[config.mk]
export PLATFORM = sky130hd
export DESIGN_NAME = count_window_ctrl
export DESIGN_NICKNAME = d
export VERILOG_FILES = /design/src/rtl/count_window_ctrl.sv
export SDC_FILE = /design/constraint.sdc
export NUM_CORES = 1
export LEC_CHECK = 0
export ABC_AREA = 1
export BUFFER_PORTS_ARGS = -buffer_cell sky130_fd_sc_hd__buf_2
export CELL_PAD_IN_SITES_DETAIL_PLACEMENT = 0
export CELL_PAD_IN_SITES_GLOBAL_PLACEMENT = 2
export CORE_MARGIN = 2
export CORE_UTILIZATION = 29
export CTS_CLUSTER_SIZE = 24
export DETAILED_ROUTE_END_ITERATION = 16
export PLACE_DENSITY = 0.89
export SYNTH_ARGS = -nofsm -noshare
export SYNTH_HDL_FRONTEND = slang
export SYNTH_SLANG_ARGS = --single-unit
[constraint.sdc]
create_clock -name clk -period 2.1 [get_ports clk]
set_input_delay 0.105 -clock clk [delete_from_list [all_inputs] [get_ports clk]]
set_output_delay 0.105 -clock clk [all_outputs]
set_load 0.01 [all_outputs]
[src/rtl/count_window_ctrl.sv]
// -----------------------------------------------------------------------------
// count_window_ctrl
//
// Purpose:
//   Sequencer for a two-counter measurement. On request it preloads two
//   external up counters with a common start value, enables them for a
//   programmable number of cycles, waits one cycle for the final increment to
//   reach the counters' registered outputs, then compares the two counts and
//   reports the result with a one-cycle done pulse.
//
//   State sequence: IDLE -> LOAD -> COUNT (N cycles) -> SETTLE -> COMPARE
//                   -> DONE -> IDLE
//   A request accepted at cycle t produces done=1 at cycle t+N+4, where N is
//   the effective window length (a programmed length of 0 counts as 1).
//
// Ports:
//   clk         in   1      rising-edge clock
//   reset       in   1      synchronous active-high reset
//   start       in   1      measurement request, honoured only in IDLE
//   start_val   in   WIDTH  preload value for both counters
//   window_len  in   WIN_W  number of counting cycles
//   cnt_reset   out  1      load strobe for both counters (loads cnt_in)
//   cnt_enable  out  1      count enable for both counters
//   cnt_in      out  WIDTH  preload value driven to both counters
//   cnt_a_out   in   WIDTH  count from counter A
//   cnt_b_out   in   WIDTH  count from counter B
//   busy        out  1      high in every state except IDLE
//   done        out  1      one-cycle completion pulse
//   resp        out  1      A > B at compare time
//   tie         out  1      A == B at compare time
//   diff        out  WIDTH  |A - B| at compare time
//
//   All outputs are registered.
// -----------------------------------------------------------------------------
module count_window_ctrl #(
  parameter int WIDTH = 8,
  parameter int WIN_W = 16
) (
  input  logic             clk,
  input  logic             reset,
  input  logic             start,
  input  logic [WIDTH-1:0] start_val,
  input  logic [WIN_W-1:0] window_len,
  output logic             cnt_reset,
  output logic             cnt_enable,
  output logic [WIDTH-1:0] cnt_in,
  input  logic [WIDTH-1:0] cnt_a_out,
  input  logic [WIDTH-1:0] cnt_b_out,
  output logic             busy,
  output logic             done,
  output logic             resp,
  output logic             tie,
  output logic [WIDTH-1:0] diff
);

  typedef enum logic [2:0] {
    S_IDLE    = 3'd0,
    S_LOAD    = 3'd1,
    S_COUNT   = 3'd2,
    S_SETTLE  = 3'd3,
    S_COMPARE = 3'd4,
    S_DONE    = 3'd5
  } state_t;

  state_t           state_r;
  logic [WIN_W-1:0] wcnt_r;       // remaining counting cycles
  logic [WIN_W-1:0] win_eff_s;    // window length with 0 mapped to 1
  logic             a_gt_b_s;
  logic             a_eq_b_s;
  logic [WIDTH-1:0] abs_diff_s;

  // Unsigned magnitude of the difference of two raw (possibly wrapped) counts.
  function automatic logic [WIDTH-1:0] abs_diff(input logic [WIDTH-1:0] a,
                                                input logic [WIDTH-1:0] b);
    logic [WIDTH-1:0] r;
    if (a >= b) begin
      r = a - b;
    end else begin
      r = b - a;
    end
    return r;
  endfunction

  // Effective window length: a zero-length window still enables for one cycle.
  always_comb begin
    win_eff_s = window_len;
    if (window_len == {WIN_W{1'b0}}) begin
      win_eff_s = {{(WIN_W-1){1'b0}}, 1'b1};
    end else begin
      win_eff_s = window_len;
    end
  end

  // Comparison of the counter outputs; only captured in COMPARE. Equality
  // implies not-greater, so tie=1 always comes with resp=0.
  always_comb begin
    a_gt_b_s   = (cnt_a_out > cnt_b_out);
    a_eq_b_s   = (cnt_a_out == cnt_b_out);
    abs_diff_s = abs_diff(cnt_a_out, cnt_b_out);
  end

  // Main FSM with registered outputs.
  always_ff @(posedge clk) begin
    if (reset) begin
      state_r    <= S_IDLE;
      wcnt_r     <= {WIN_W{1'b0}};
      cnt_reset  <= 1'b0;
      cnt_enable <= 1'b0;
      cnt_in     <= {WIDTH{1'b0}};
      busy       <= 1'b0;
      done       <= 1'b0;
      resp       <= 1'b0;
      tie        <= 1'b0;
      diff       <= {WIDTH{1'b0}};
    end else begin
      case (state_r)
        S_IDLE: begin
          done       <= 1'b0;
          cnt_enable <= 1'b0;
          if (start) begin
            // Latch the run parameters now; later input changes are ignored.
            cnt_in    <= start_val;
            wcnt_r    <= win_eff_s;
            cnt_reset <= 1'b1;
            busy      <= 1'b1;
            state_r   <= S_LOAD;
          end else begin
            cnt_reset <= 1'b0;
            busy      <= 1'b0;
          end
        end

        S_LOAD: begin
          cnt_reset  <= 1'b0;
          cnt_enable <= 1'b1;
          state_r    <= S_COUNT;
        end

        S_COUNT: begin
          // wcnt_r holds the cycles left including the current one.
          if (wcnt_r <= {{(WIN_W-1){1'b0}}, 1'b1}) begin
            wcnt_r     <= {WIN_W{1'b0}};
            cnt_enable <= 1'b0;
            state_r    <= S_SETTLE;
          end else begin
            wcnt_r     <= wcnt_r - {{(WIN_W-1){1'b0}}, 1'b1};
          end
        end

        S_SETTLE: begin
          // Counters register their last increment during this cycle.
          state_r <= S_COMPARE;
        end

        S_COMPARE: begin
          resp    <= a_gt_b_s;
          tie     <= a_eq_b_s;
          diff    <= abs_diff_s;
          done    <= 1'b1;
          state_r <= S_DONE;
        end

        S_DONE: begin
          done    <= 1'b0;
          busy    <= 1'b0;
          state_r <= S_IDLE;
        end

        default: begin
          // Unreachable encodings recover to a quiet IDLE.
          state_r    <= S_IDLE;
          wcnt_r     <= {WIN_W{1'b0}};
          cnt_reset  <= 1'b0;
          cnt_enable <= 1'b0;
          busy       <= 1'b0;
          done       <= 1'b0;
        end
      endcase
    end
  end

endmodule

* After elaboration in Yosys (flattened, before gate mapping)
Index checks and enable logic that the tools add are counted.
Word-level totals: flip-flop bits (word level) 41, word-level logic and storage cells 51, bits of input ports 43
Operators by class: equal/unequal tests 8, bitwise logic cells 2, order comparisons 3, reductions and logical operators 11, add/subtract/negate cells 3, muxes and demuxes 14
Operators by type and width (count):
- 16-bit two-way mux | 3
- 16-bit case mux with 3 select lines | 1
- 16-bit by 1-bit <= comparator with 1-bit output (second input constant) | 1
- 16-bit zero test | 1
- 16-bit by 1-bit subtractor with 16-bit output (second input constant) | 1
- 8-bit subtractor | 2
- 3-bit case mux with 5 select lines | 1
- 4-bit OR reduction | 3
- 8-bit equality test | 1
- 8-bit greater-or-equal comparator | 1
- 8-bit greater-than comparator | 1
- 8-bit two-way mux | 1
- 2-bit AND reduction | 4
- 3-bit by 2-bit equality test with 1-bit output (second input constant) | 2
- 3-bit equality test (second input constant) | 2
- 3-bit two-way mux | 2
- 1-bit case mux with 2 select lines | 3
- 3-bit OR reduction | 2
- 2-bit != test (second input constant) | 2
- 3-bit by 1-bit equality test with 1-bit output (second input constant) | 1
- 3-bit zero test | 1
- 1-bit case mux with 3 select lines | 1
- 1-bit two-way mux | 2
- 1-bit inverter | 2

* Logic depth before layout (Yosys ltp)
Gate-level depths: netlist of the first run.
word-level depth 4, gate-level depth with buffers 14, mapped depth without buffers 13

* Least setup slack after synthesis of the first run
OpenSTA, ideal clock, no wires.
path kind in2reg, from in cnt_a_out[0], to reg diff[5], arrival 1446 ps, setup slack 546 ps, data required time 1991 ps, stages 11, path through inv_1 ha_1 fa_1 o21ai_2 nand2_1 nand3_2 inv_2 nand2_1 nand3_1 nand2_1 inv_1
Between the ends: longest elaborated chain between the ends 2, elaborated cells between the ends (all ways) 4, classes of those cells add/sub (2); order compare (1); mux (1)
RTL lines:
- start, declared | RTL line 47 | input logic [WIDTH-1:0] cnt_a_out,
- 8-bit subtractor, or another cell as far along | RTL line 79 | r = b - a;
- 8-bit two-way mux * | RTL line 76 | if (a >= b) begin
- end signal, assigned | RTL line 114 | diff <= {WIDTH{1'b0}};
- end signal, assigned | RTL line 158 | diff <= abs_diff_s;
- end, declared | RTL line 53 | output logic [WIDTH-1:0] diff
Every way passes the cells marked *; elsewhere a longest branch is shown, timed or not. A chain may end at the register's enable or synchronous reset.

* Final worst setup path of the first run
from reg wcnt_r[0], to reg wcnt_r[10]
Between the ends: longest elaborated chain between the ends 3, elaborated cells between the ends (all ways) 4, classes of those cells add/sub (1); order compare (1); mux (2)
RTL lines:
- start, declared | RTL line 66 | logic [WIN_W-1:0] wcnt_r;
- start signal, assigned | RTL line 106 | wcnt_r <= {WIN_W{1'b0}};
- start signal, assigned | RTL line 123 | wcnt_r <= win_eff_s;
- start signal, assigned | RTL line 142 | wcnt_r <= {WIN_W{1'b0}};
- 16-bit by 1-bit subtractor with 16-bit output or 16-bit by 1-bit <= comparator with 1-bit output (tied branches) | RTL line 146, 141
- 16-bit two-way mux * | RTL line 141 | if (wcnt_r <= {{(WIN_W-1){1'b0}}, 1'b1}) begin
- 16-bit case mux with 3 select lines * | RTL line 116 | case (state_r)
Marks and branches as above.

==> Flow_metrics.wiki, run 1 <==
{| class="wikitable"
! Metric !! Value
|-
| Outcome || finished, final reports clean
|-
| Cell family with most CP delay || simple AND/OR/NAND/NOR gates
|-
| Max Fclk || 0.572 GHz
|-
| Core area || 9820 µm²
|-
| Slowest cell delay on critical path || 0.38 ns
|-
| Total setup buffers inserted after CTS || 0
|-
| CP max-delay cell || sky130_fd_sc_hd__dfxtp_1
|-
| Area of the die || 11000 µm²
|-
| Count of hold buffers inserted by post-cts repair || 0
|-
| Seq cells post-synth || 41
|-
| Fraction of layout instances using a drive strength above 1 || 18.4%
|-
| Unrepaired setup endpoints after global routing || no
|-
| Number of design-rule violations left by the first detailed-router iteration || 88
|-
| Total track usage || 14.6%
|-
| Cell area after synthesis || 2940 µm²
|-
| CTS tree || built
|-
| Site row count || 36
|-
| Remaining DRCs || 0
|-
| I/O pin count || 65
|-
| Number of warnings reported in the yosys synthesis log || 0
|-
| Final-layout setup total negative slack || 0 ns
|-
| Simple-gate share of the synthesized area || 36.7%
|-
| Biggest area contributors in the synthesized netlist || sky130_fd_sc_hd__dfxtp_1 (28%), sky130_fd_sc_hd__nand2_1 (18%), sky130_fd_sc_hd__nor2_1 (9.5%)
|-
| Number of iterations in the first detailed-routing pass || 4
|-
| Pre-CTS worst setup slack || 0.297 ns
|-
| Setup clock skew after layout || 0.0116 ns
|-
| FILL cells || 1170
|-
| Headroom to the max-slew limit || 66.9%
|-
| Num CTS Buffers || 5
|-
| Bufs on Longest Clock Path || 2
|-
| Vias in the first global route || 2948
|-
| Reported leakage power || 0.00184 µW
|-
| Maximum resistive drop on vdd || 0.000464 V
|-
| Number of max-slew violations in the final report || 0
|-
| Proportion of synthesized chip area in sequential cells || 27.9%
|-
| Synthesized-area fraction occupied by xor and xnor cells || 3.88%
|-
| Classification of the worst setup path || reg2reg
|-
| Setup violators final || 0
|-
| Most frequent cell after synthesis || sky130_fd_sc_hd__nand2_1
|-
| Detailed Route WL || 7700 µm
|-
| Fin crit share || 83.3%
|-
| Arithmetic-cell share of the synthesized area counting full adders, half adders and majority gates || 8.60%
|-
| Main combinational cell family by area after synthesis || simple AND/OR/NAND/NOR gates
|-
| Clk Latency, worst-skew pair || 0.30 ns
|-
| Critical path arrival || 1.98 ns
|-
| Worst-path maximum fanout || 14
|-
| Minimum clock period || 1.75 ns
|-
| Avg Synthesized Cell Area || 6.29 µm²
|-
| Cell taking the most area after synthesis || sky130_fd_sc_hd__dfxtp_1
|-
| Clock H-tree levels || 2
|-
| Initial core utilization || 29.9%
|-
| Share of synthesized flip-flops with an asynchronous set or reset || 0%
|-
| Most frequent cells after synthesis || sky130_fd_sc_hd__nand2_1 (137), sky130_fd_sc_hd__nor2_1 (74), sky130_fd_sc_hd__inv_1 (53)
|-
| Number of unique standard cell types used by synthesis || 35
|-
| Share of the synthesized area in the top cell type || 27.9%
|-
| CP startpoint || wcnt_r[0]
|-
| Synthesis-to-finish area growth || 18.4%
|-
| Quantity of I/O buffers inserted on ports || 64
|-
| Vias per cell || 4.51
|-
| Clock sink total || 41
|-
| Compound-cell area share of the yosys netlist || 12.6%
|-
| Crit Reg-Reg Startpoint || wcnt_r[0]
|-
| Half-perimeter wire length after placement || 6100 µm
|-
| Post-synthesis cell count || 467
|-
| Max Cap Violations || 0
|-
| Count of cells resized by post-cts repair || 0
|-
| Ordered list of cells on the worst path || inv_1 > ha_1 > nand2_2 > nand2_1 > nand3_2 > nand2_2 > o21ai_0 > nand2_1 > a21oi_1
|-
| Total gr overflow || 0
|-
| Crit path buf inv count || 1
|-
| Mapped Nets || 529
|-
| Transition time at the pin with the least slew margin || 0.494 ns
|-
| Startpoint Class || register
|-
| Final hold vios || 0
|-
| Post-route setup slack || 0.351 ns
|-
| Die boundary height || 105 µm
|-
| NumNets Final || 593
|-
| CP endpoint kind || register
|-
| Vias after detailed routing || 3001
|-
| Startpoint of the worst hold path || start_val[6]
|-
| Antenna cell count || 0
|-
| Global-route wire length before repair || 13300 µm
|-
| Routability-driven placement congestion ratio || 0.874
|-
| Worst endpoint required time || 2.33 ns
|-
| Prevailing post-synth register cell || sky130_fd_sc_hd__dfxtp_1
|-
| Post-route antenna net violation count || 0
|-
| Number of antenna violations at the first check in global routing || 0
|-
| CTS clock-pin slew for the worst setup and hold paths || 0.10 ns
|-
| Average detailed-routed wire length per instance || 11.6 µm
|-
| CTS Root Buffer Type || sky130_fd_sc_hd__clkbuf_8
|-
| Largest net degree at the start of global routing || 23
|-
| Proportion of synthesized area in mux cells || 0%
|-
| Width of the die || 105 µm
|-
| Power density of the placed cells || 1130 nW/µm²
|-
| Number of enable-type register cells in the synthesized netlist || 0
|-
| Class of the tightest hold or removal check || in2reg
|}
## cell families (layout without fill, tap and decap cells)
kind of cell,after synthesis,count (layout)
XOR/XNOR,13,13
AO/OA/AOI/OAI,70,70
adder cells (fa/ha/maj),19,19
buffers and inverters,71,136
AND/OR/NAND/NOR,253,253
flip-flops,41,41
## sequential cells by signal, summed over array words and instances, names as in the netlist
signal,flops
wcnt_r,16
resp,1
busy,1
cnt_in,8
diff,8
cnt_enable,1
tie,1
cnt_reset,1
state_r,3
done,1
## cell type report
type                       instances  area, µm²  share of cell area (%)
multi-input combinational        355       1820                    52.2
timing repair buffer              68        350                    10.1
sequential                        41        821                    23.6
clock inverter                     3       25.0                   0.719
tap                              133        166                    4.78
clock buffer                       5       68.8                    1.98
inverter                          60        231                    6.65
## worst register-to-register path, delay by kind of cell, from the launching register on
kind | cells | cell delay (ns)
and+or+nand+nor | 5 | 0.59
adders and majority gates | 1 | 0.27
AOI/OAI and AO/OA | 2 | 0.35
DFF | 1 | 0.38
buffers and inverters | 1 | 0.09
## path summary, 6_finish.rpt
kind                     end  slack [ns]  cells past startpoint
hold reg to reg         busy        0.48                      2
hold / removal     cnt_in[6]        0.02                      3
setup reg to reg  wcnt_r[10]        0.35                      9
setup / recovery  wcnt_r[10]        0.35                      9
## placed cells by master (no fill, tap or decap), types with 3 or more instances in the layout
cell / count
sky130_fd_sc_hd__nand2_2: 4
sky130_fd_sc_hd__buf_2: 64
sky130_fd_sc_hd__nor2_2: 4
sky130_fd_sc_hd__buf_4: 4
sky130_fd_sc_hd__inv_1: 53
sky130_fd_sc_hd__a21oi_1: 31
sky130_fd_sc_hd__xor2_1: 7
sky130_fd_sc_hd__inv_2: 4
sky130_fd_sc_hd__xnor2_1: 6
sky130_fd_sc_hd__o21ai_1: 3
sky130_fd_sc_hd__nand4_1: 5
sky130_fd_sc_hd__nor2_1: 74
sky130_fd_sc_hd__nand2_1: 137
sky130_fd_sc_hd__ha_1: 17
sky130_fd_sc_hd__nand3_1: 21
sky130_fd_sc_hd__dfxtp_1: 41
sky130_fd_sc_hd__o21ai_0: 27
sky130_fd_sc_hd__o22ai_1: 3
sky130_fd_sc_hd__clkbuf_8: 5
## stage by stage
step	hold slack [ns]	instance area (µm²)	utilization (%)	instances	power (µW)
detailed placement	0.334	3380	34.5	657	3400
CTS	0.0108	3480	35.4	665	3970
global placement	0.327	3380	34.5	657	3400
floorplan	0.181	2940	-	467	2880
global route	0.00786	3480	35.4	665	4340
finish	0.0181	3480	35.4	665	3920
## power by group
| group | total (µW) | switching (µW) | leakage (µW) | internal [µW] |
|---|---|---|---|---|
| sequential | 1140 | 175 | 0.000335 | 962 |
| combinational | 2230 | 1440 | 0.00146 | 788 |
| clock | 559 | 318 | 0.0000447 | 241 |
| total | 3920 | 1930 | 0.00184 | 1990 |
## per-layer routing
layer  share of wire, %  GRT usage (%)  wire length, µm
met1                 49           18.7             3730
met2                 48           25.3             3660
met3                3.2           2.93              243
met5                  0              0                0
met4               0.81           3.14               62
(Power assumes the default switching activity.)
==> inputs of run 2 (changes only) <==
Clock period 2.1 ns to 1.7 ns, I/O delays scaled along.
==> run 2 against run 1 <==
Against the previous run:
- global-route usage rose by 0.56 points
- maximum frequency is 13% higher
- sequential cell count is the same
- clock skew grew 0.0027 ns
- count of clock-buffer cells in the layout is the same
- first-iteration DRC count shrank 4.5%
- sequential power rose by 21%
- setup slack got worse by 0.20 ns
- worst hold slack got worse by 0.015 ns
- critical path type unchanged
- critical endpoint is now wcnt_r[11]
==> Flow_metrics.wiki, run 2 (synthesis gave the netlist of run 1 again) <==
{| class="wikitable"
! Metric !! Value
|-
| Clock Power Share || 17.6%
|-
| Global-route wire length before repair || 13700 µm
|-
| Fraction of layout instances using a drive strength above 1 || 22.1%
|-
| Sequential fraction of design power || 24.4%
|-
| Critical path arrival || 1.74 ns
|-
| Routability-driven placement congestion ratio || 0.827
|-
| Clk Latency, worst-skew pair || 0.31 ns
|-
| Worst endpoint required time || 1.89 ns
|-
| Cell-internal power || 3030 µW
|-
| Half-perimeter wire length after placement || 6230 µm
|-
| CTS tree || built
|-
| Pre-CTS worst setup slack || -0.00736 ns
|-
| Core area || 9820 µm²
|-
| R2R setup slack || 0.15 ns
|-
| GR met1 Demand/Resource || 18.7%
|-
| Total track usage || 15.1%
|-
| Minimum clock period || 1.55 ns
|-
| Vias in the first global route || 3000
|-
| Average detailed-routed wire length per instance || 11.7 µm
|-
| Number of flip-flops under the largest register name || 16
|-
| Setup clock skew after layout || 0.0143 ns
|-
| Worst-path maximum fanout || 3
|-
| CP endpoint kind || register
|-
| Share of total power in combinational logic || 58.0%
|-
| Site row count || 36
|-
| Synthesis-to-finish area growth || 28.2%
|-
| Number of iterations in the first detailed-routing pass || 4
|-
| Leading cell type in the layout, fill and taps excluded || sky130_fd_sc_hd__nand2_1
|-
| Vias after detailed routing || 3071
|-
| Power density of the placed cells || 1500 nW/µm²
|-
| Quantity of I/O buffers inserted on ports || 64
|-
| Fin crit share || 91.2%
|-
| Post-route antenna net violation count || 0
|-
| Crit Reg-Reg Startpoint || wcnt_r[0]
|-
| I/O pin count || 65
|-
| Ordered list of cells on the worst path || inv_1 > ha_2 > nand2_2 > nand2_1 > nand3_4 > buf_4 > nand4_1 > nand2_1 > nand2_1 > a21oi_1
|-
| Register with the highest flop count || wcnt_r
|-
| CP startpoint || wcnt_r[0]
|-
| FILL cells || 1112
|-
| Capturing element of the worst setup path || wcnt_r[11]
|-
| Width of the die || 105 µm
|-
| Clock H-tree levels || 2
|-
| R2r endpoint || wcnt_r[11]
|-
| Worst Hold Margin || 0.00299 ns
|-
| Clock sink total || 41
|-
| Slowest cell delay on critical path || 0.34 ns
|-
| Antenna cell count || 0
|-
| Registers with the most flip-flops || wcnt_r x16, cnt_in x8, diff x8
|-
| Max Cap Violations || 0
|-
| Startpoint of the worst hold path || start_val[6]
|-
| Vias per cell || 4.46
|-
| Total gr overflow || 0
|-
| Detailed Route WL || 8060 µm
|-
| Largest net degree at the start of global routing || 19
|-
| Post-route setup slack || 0.149 ns
|-
| NumNets Final || 617
|-
| CTS clock-pin slew for the worst setup and hold paths || 0.10 ns
|-
| Final hold vios || 0
|-
| Setup violators final || 0
|-
| Number of max-slew violations in the final report || 0
|-
| Sequential Area || 822 µm²
|-
| Cell depth of the worst flop-to-flop path || 10
|-
| Critical Path Most Common Cell || sky130_fd_sc_hd__nand2_1
|-
| Met2 Resource Use GR || 27.0%
|-
| Switch Pwr || 2610 µW
|-
| Bufs on Longest Clock Path || 2
|-
| Number of antenna violations at the first check in global routing || 0
|-
| Class of the tightest hold or removal check || in2reg
|-
| Startpoint Class || register
|-
| Number of design-rule violations left by the first detailed-router iteration || 84
|-
| Headroom to the max-slew limit || 73.9%
|-
| Initial core utilization || 29.9%
|-
| Outcome || finished, final reports clean
|-
| Final Cell Area || 3770 µm²
|-
| CP max-delay cell || sky130_fd_sc_hd__dfxtp_2
|-
| DP Area || 3550 µm²
|-
| Area of the die || 11000 µm²
|-
| Leading cell types in the layout, fill and taps excluded || sky130_fd_sc_hd__nand2_1 (137), sky130_fd_sc_hd__nor2_1 (72), sky130_fd_sc_hd__buf_2 (64)
|-
| Reported leakage power || 0.00199 µW
|-
| Num CTS Buffers || 5
|-
| Layer with the highest usage after global routing || met2
|-
| Power Total || 5640 µW
|-
| Remaining DRCs || 0
|-
| Switching portion of total power || 46.2%
|-
| Max Fclk || 0.645 GHz
|-
| Transition time at the pin with the least slew margin || 0.392 ns
|-
| Combined area of the multi-input logic cells || 1870 µm²
|-
| Die boundary height || 105 µm
|-
| Classification of the worst setup path || reg2reg
|-
| CTS Root Buffer Type || sky130_fd_sc_hd__clkbuf_8
|-
| Routing usage on met3 || 2.68%
|-
| Maximum resistive drop on vdd || 0.000591 V
|}
-- run 2: per-layer routing --
metal | wire (µm) | vias to the layer above
li1 | - | 1642
met4 | 123 | 0
met2 | 3840 | 58
met3 | 286 | 11
met1 | 3800 | 1360
met5 | 0 | -
-- run 2: worst min-delay path by stage --
| stage | end | slack, ns | cells after the start |
|---|---|---|---|
| after CTS | cnt_in[6] | 0.00005 | 3 |
| after detailed placement | cnt_in[1] | 0.32 | 3 |
| after floorplan | state_r[0] | 0.16 | 1 |
| final | cnt_in[6] | 0.003 | 3 |
| after global routing | cnt_in[6] | 0.007 | 3 |
| after global placement | cnt_in[2] | 0.31 | 3 |
-- run 2: area by class of cell --
cell class	count	share of cell area, %
clock inverter	3	1.83
clock buffer	5	1.83
inverter	60	6.15
tap	133	4.42
timing repair buffer	91	14.4
sequential	41	21.8
multi-input combinational	356	49.5
-- run 2: worst max-delay path: cells and delay by family (launching register included) --
family / cells / cell delay (ns)
AO/OA/AOI/OAI: 1 / 0.05
buffers and inverters: 2 / 0.27
flip-flops: 1 / 0.34
adder cells (fa/ha/maj): 1 / 0.21
AND/OR/NAND/NOR: 6 / 0.54
-- run 2: power groups by stage --
stage                     Sequential (µW)  Clock, µW  Combinational (µW)
final                                1380        994                3270
after global placement               1400          0                3060
after global routing                 1410       1040                3710
after CTS                            1370       1000                3090
after floorplan                      1420          0                2140
after detailed placement             1390          0                3080
-- run 2: what timing repair did --
action	CTS	global route
endpoints found under the setup margin	0	15
hold endpoints to repair	3	0
buffers inserted	0	0
hold buffers	3	0
resized for setup	0	9
-- run 2: per-stage QoR --
step / setup TNS [ns] / utilization (%) / std cells
2_1_floorplan: 0 / - / 467
5_1_grt: -0.00560 / 38.4 / 689
3_3_place_gp: 0 / 36.1 / 677
3_5_place_dp: -0.00925 / 36.1 / 677
4_1_cts: 0 / 37.8 / 688
6_report: 0 / 38.4 / 689
